### src/rtl/ifetch_pkg.sv
// Shared types and constants for the instruction fetch unit.
package ifu_pkg;

  localparam int INST_W = 32;
  localparam int ADDR_W = 64;

  localparam logic [ADDR_W-1:0] RESET_PC = 64'h8000_0000;
  localparam logic [INST_W-1:0] NOP_INST = 32'h0000_0013;

  typedef enum logic [1:0] {
    IDLE  = 2'd0,
    REQ   = 2'd1,
    OUT   = 2'd2,
    DRAIN = 2'd3
  } ifetch_state_t;

endpackage

### src/rtl/ifetch.sv
// Instruction fetch: latches the PC, issues one outstanding bus request,
// captures the returned word and hands it to decode with valid/ready.
// A flush while a request is outstanding drains the response before the
// next fetch starts.
// Optional feature macro: IFETCH_MISALIGN_EN (misaligned PCs skip the bus
// and deliver NOP_INST with inst_misalign=1).
module ifetch #(
  parameter logic [ifu_pkg::ADDR_W-1:0] RESET_PC = ifu_pkg::RESET_PC,
  parameter logic [ifu_pkg::INST_W-1:0] NOP_INST = ifu_pkg::NOP_INST
) (
  input  logic                       clk,
  input  logic                       rst,
  input  logic [ifu_pkg::ADDR_W-1:0] pc_i,
  output logic                       fetch_stall,
  input  logic                       flush,
  output logic                       ireq_valid,
  output logic [ifu_pkg::ADDR_W-1:0] ireq_addr,
  input  logic                       iresp_data_ok,
  input  logic [ifu_pkg::INST_W-1:0] iresp_data,
  output logic                       inst_valid,
  output logic [ifu_pkg::INST_W-1:0] inst,
  output logic [ifu_pkg::ADDR_W-1:0] inst_pc,
  input  logic                       id_ready,
  output logic                       inst_misalign
);
  import ifu_pkg::*;

  ifetch_state_t       state;
  ifetch_state_t       state_n;
  logic [ADDR_W-1:0]   req_addr;
  logic [INST_W-1:0]   inst_r;
  logic                misalign_hit;
  logic                fetch_start;

`ifdef IFETCH_MISALIGN_EN
  logic                misalign_r;
  assign misalign_hit  = |pc_i[1:0];
  assign inst_misalign = misalign_r;
`else
  assign misalign_hit  = 1'b0;
  assign inst_misalign = 1'b0;
`endif

  // A new fetch begins whenever the unit is idle and not being redirected.
  assign fetch_start = (state == IDLE) && !flush;

  // State register.
  always_ff @(posedge clk) begin
    if (rst) begin
      state <= IDLE;
    end else begin
      state <= state_n;
    end
  end

  // Next-state logic; flush outranks id_ready, and a flushed request is
  // drained until its response arrives so the bus never drops mid-transfer.
  always_comb begin
    state_n = state;
    case (state)
      IDLE: begin
        if (!flush) state_n = misalign_hit ? OUT : REQ;
      end
      REQ: begin
        if (iresp_data_ok)  state_n = flush ? IDLE : OUT;
        else if (flush)     state_n = DRAIN;
      end
      OUT: begin
        if (flush || id_ready) state_n = IDLE;
      end
      DRAIN: begin
        if (iresp_data_ok) state_n = IDLE;
      end
      default: state_n = IDLE;
    endcase
  end

  // State-decoded outputs; the PC register advances only when fetch_stall is low.
  always_comb begin
    ireq_valid  = 1'b0;
    inst_valid  = 1'b0;
    fetch_stall = 1'b1;
    case (state)
      IDLE: begin
        fetch_stall = !flush;
      end
      REQ: begin
        ireq_valid  = 1'b1;
        fetch_stall = !flush;
      end
      OUT: begin
        inst_valid  = 1'b1;
        fetch_stall = !(id_ready || flush);
      end
      DRAIN: begin
        ireq_valid  = 1'b1;
        fetch_stall = 1'b1;
      end
      default: begin
        fetch_stall = 1'b1;
      end
    endcase
  end

  // Request address and captured instruction word.
  always_ff @(posedge clk) begin
    if (rst) begin
      req_addr <= RESET_PC;
      inst_r   <= '0;
    end else begin
      if (fetch_start) req_addr <= pc_i;
      if (fetch_start && misalign_hit)
        inst_r <= NOP_INST;
      else if ((state == REQ) && iresp_data_ok && !flush)
        inst_r <= iresp_data;
    end
  end

`ifdef IFETCH_MISALIGN_EN
  // Misalign flag rides with the NOP it marks and clears once that NOP leaves.
  always_ff @(posedge clk) begin
    if (rst) begin
      misalign_r <= 1'b0;
    end else if (fetch_start && misalign_hit) begin
      misalign_r <= 1'b1;
    end else if ((state == OUT) && (flush || id_ready)) begin
      misalign_r <= 1'b0;
    end
  end
`endif

  assign ireq_addr = req_addr;
  assign inst      = inst_r;
  assign inst_pc   = req_addr;

endmodule

### config.mk
export PLATFORM = sky130hd
export DESIGN_NAME = ifetch
export DESIGN_NICKNAME = d
export VERILOG_FILES = /design/src/rtl/ifetch_pkg.sv /design/src/rtl/ifetch.sv
export SDC_FILE = /design/constraint.sdc
export NUM_CORES = 1
export LEC_CHECK = 0
export CORE_ASPECT_RATIO = 1.25
export CORE_MARGIN = 10
export CORE_UTILIZATION = 35
export CTS_CLUSTER_SIZE = 8
export DETAILED_ROUTE_END_ITERATION = 12
export HOLD_SLACK_MARGIN = 0.08
export PLACE_DENSITY = 0.74
export REMOVE_ABC_BUFFERS = 1
export SLEW_MARGIN = 20
export SYNTH_ARGS = -nofsm -noshare
export SYNTH_HDL_FRONTEND = slang
export SYNTH_SLANG_ARGS = --single-unit
### constraint.sdc
create_clock -name clk -period 2.6 [get_ports clk]
set_input_delay 0.52 -clock clk [delete_from_list [all_inputs] [get_ports clk]]
set_output_delay 0.52 -clock clk [all_outputs]
set_load 0.005 [all_outputs]
==> reports/results.md <==
- inst_pc[20] — endpoint of the worst-slack reg-to-reg timing path
- 0.1957 — post-synthesis simple-gate area fraction
- 0 — proportion of register bits with asynchronous set or reset after synthesis
- 0 — CTS-repair resized insts
- 4.653 — post-DR vias/cell
- buffers and inverters — largest delay contributor family on the critical path
- 14240 µm — final wirelength
- false — RSZ-0062 raised after global routing
- 17.20 µm — Routed WL per cell
- 0.5683 — Rel. slew slack
- 0 — portion of netlist area occupied by mux cells
- 6277 µm² — dpl cell area
- 500 — Cells after Synth
- 98 — Yosys reg bits
- dfxtp_1 — top_reg_cell synth
- 22 — distinct cell type count of the synthesized netlist
- 0.3792 mV — Max rail drop VDD
- 0.4780 — top cell type's share of synthesized area
- 263 — count of input and output buffers
- 810 — count of placed standard cells including taps
- 3.680 mW — Final Total Pwr
- 490 ps — delay contributed by the slowest stage of the critical path
- 828 — post-route non-filler standard cell count
- 0.09157 — fraction of layout instances using a drive strength above 1
- 454.2 MHz — timing-limited maximum frequency
- 0 — residual antenna-violating net count after detailed routing
- 2 — worst hold stages
- 0.1482 — area fraction in compound gates after synthesis
- 0 — synth warn
- 178 — iteration-0 DRC count of the detailed router
- 0 — count of final max-slew check failures
- 330 ps — insertion delay to the later sink of the worst-skew pair
- 57 — pin count of the biggest net entering global routing
- 60.55% — P&R area growth vs syn
- 9.374 ps — skew final
- 4104 µm² — synthesized area
- yes — TritonCTS clock tree
- 0 — total congestion overflow after global routing
- simple AND/OR/NAND/NOR gates — largest family of logic cells by synthesized area
- 9 — number of buffers added by the clock tree synthesis step
- 0 ps — setup TNS
- complete, no violations — run status
- 0.3550 — initial standard-cell utilization of the core
- 0.8468 — final worst-path cycle share
- clkdlybuf4s50_1 — critical path's slowest cell
- 0 — EDFF count, synth
- 6589 µm² — final std cell area, no fill
- 0 — Setup violations, final
- 1680 ps — Critical Path AT
- 0 — share of the synthesized netlist area taken by xor and xnor gates
- 60 ps — Clk pin slew, worst setup/hold paths
- 0 — adder-cell share of the synthesized area
- 11560 µm² — Core Region
- 0 — Final Hold Fails
- 183 x nand2_1, 98 x dfxtp_1, 73 x buf_4, 70 x a21oi_1, 27 x a21oi_2 — most common library cells after synthesis
- inst[13] — Hold Startpoint
- 116.9 µm — die extent in x
- 2 — number of buffer and inverter stages on the critical path
- 0.4780 — proportion of synthesized chip area in sequential cells
- 0.1611 — global-route usage over all layers
- 784 — total number of nets in the final design
- 11260 µm — HPWL after detailed placement
- inst[13] — terminating pin of the worst hold path
- 2.332 nW — standby leakage power
- clkbuf_16 — CTS Root Cell
- 2202 ps — post-layout minimum cycle time
- dfxtp_1 48%, nand2_1 17%, buf_4 13% — leading cell types by total area after synthesis
- output pin — CP endpoint kind
- 5 — drt pass-1 iters
- 3823 — via count of the first global-routing pass
- 141.1 µm — die height
- 2 — highest net fanout along the worst path
- state[1] — r2r startpoint
- 21090 µm — global-route wire length before repair
- 3 — number of antenna violations at the first check in global routing
- 98 — # clock sinks
- 265 — io pins
- 44 — Placement Rows
- 1020 ps — reg-to-reg slack, setup
- 2080 ps — CP required
- 3853 — total via count in the routed design
- 3 — H-tree levels
- 0 — hold bufs inserted after CTS
- 16480 µm² — Total Die Area
- 647.6 ps — transition at the pin with the smallest max-transition slack
- reg2reg — path category of the worst min-delay check
- 8.208 µm² — Avg Inst Size Synth
- in2out — critical path class
- 4 — R2R depth
- dfxtp_1 — cell type with the largest total area after synthesis
- primary input — sort of element at the start of the critical path
- 0 — drc violations
- 0 — Max-cap violations
- 558.5 nW/µm² — power density cells
- 0 — post-CTS setup buffer count
- clkdlybuf4s50_1 -> a21oi_1 -> a21o_1 -> clkdlybuf4s50_1 — cell chain of the critical path
- 0.7607 — gp weighted congestion
- nand2_1 — most used standard cell by instance count after synthesis
- clkdlybuf4s50_1 — most frequent CP cell
- 2 — maximum clock insertion buffer count
- 0.5699 — utilization after layout
==> area by class of cell <==
cell class | instances | area (µm²)
antenna | 2 | 5.005
clock buffer | 13 | 260.3
clock inverter | 3 | 46.29
fill | 1070 | 4972
inverter | 1 | 3.754
multi-input combinational | 302 | 1436
sequential | 98 | 1962
tap | 138 | 172.7
timing repair buffer | 271 | 2703
==> worst max path at each step <==
stage | slack [ps] | from | end | cells after the start
final | 400 | id_ready | fetch_stall | 4
after global routing | 340 | id_ready | fetch_stall | 4
after CTS | 380 | id_ready | fetch_stall | 4
after detailed placement | 380 | id_ready | fetch_stall | 4
after global placement | 380 | id_ready | fetch_stall | 4
after floorplan | -1490 | flush | inst_pc[0] | 3
==> layout by cell type (no fill, tap or decap), drive strengths merged <==
master	instances
clkinvlp	1
nor2b	1
a21o	1
clkbuf	13
nand4bb	1
bufinv	1
nor3	1
nand2	193
buf	9
clkdlybuf4s50	262
or3	1
nand3b	1
a21oi	97
a31oi	1
diode	2
inv	2
nor2	2
dfxtp	98
conb	1
nor4bb	1
o211ai	1
==> report_power, final <==
part / switching, mW / internal (mW)
clock network: 0.546 / 0.803
logic: 0.257 / 0.428
registers: 0.0654 / 1.58
==> through the flow <==
| stage | hold slack, ps | setup WS, ps |
|---|---|---|
| 6_report | 461.6 | 398.3 |
| 3_5_place_dp | 450.6 | 382.4 |
| 5_1_grt | 485.5 | 339.4 |
| 4_1_cts | 462.6 | 385.0 |
| 2_1_floorplan | 446.7 | -1491 |
| 3_3_place_gp | 443.5 | 376.7 |
==> cells by family after synthesis <==
kind of cell | after synthesis
AO/OA/AOI/OAI | 100
buffers and inverters | 100
flip-flops | 98
other | 1
AND/OR/NAND/NOR | 201
==> worst register-to-register path, delay by kind of cell (launching register included) <==
family / cells / cell delay [ps]
and+or+nand+nor: 2 / 670
buffers and inverters: 1 / 290
DFF: 1 / 400
AOI/OAI and AO/OA: 1 / 70
==> sequential cells by signal (all words and copies together) (netlist names) <==
register	cells
state	2
inst	32
inst_pc	64
==> metal layers <==
layer / share of wire / track usage
met5: 0 / 0
met4: 0.012 / 0.04628
met3: 0.13 / 0.06964
met2: 0.50 / 0.2857
met1: 0.37 / 0.1663
No activity file was read; power rests on OpenSTA's default activity.
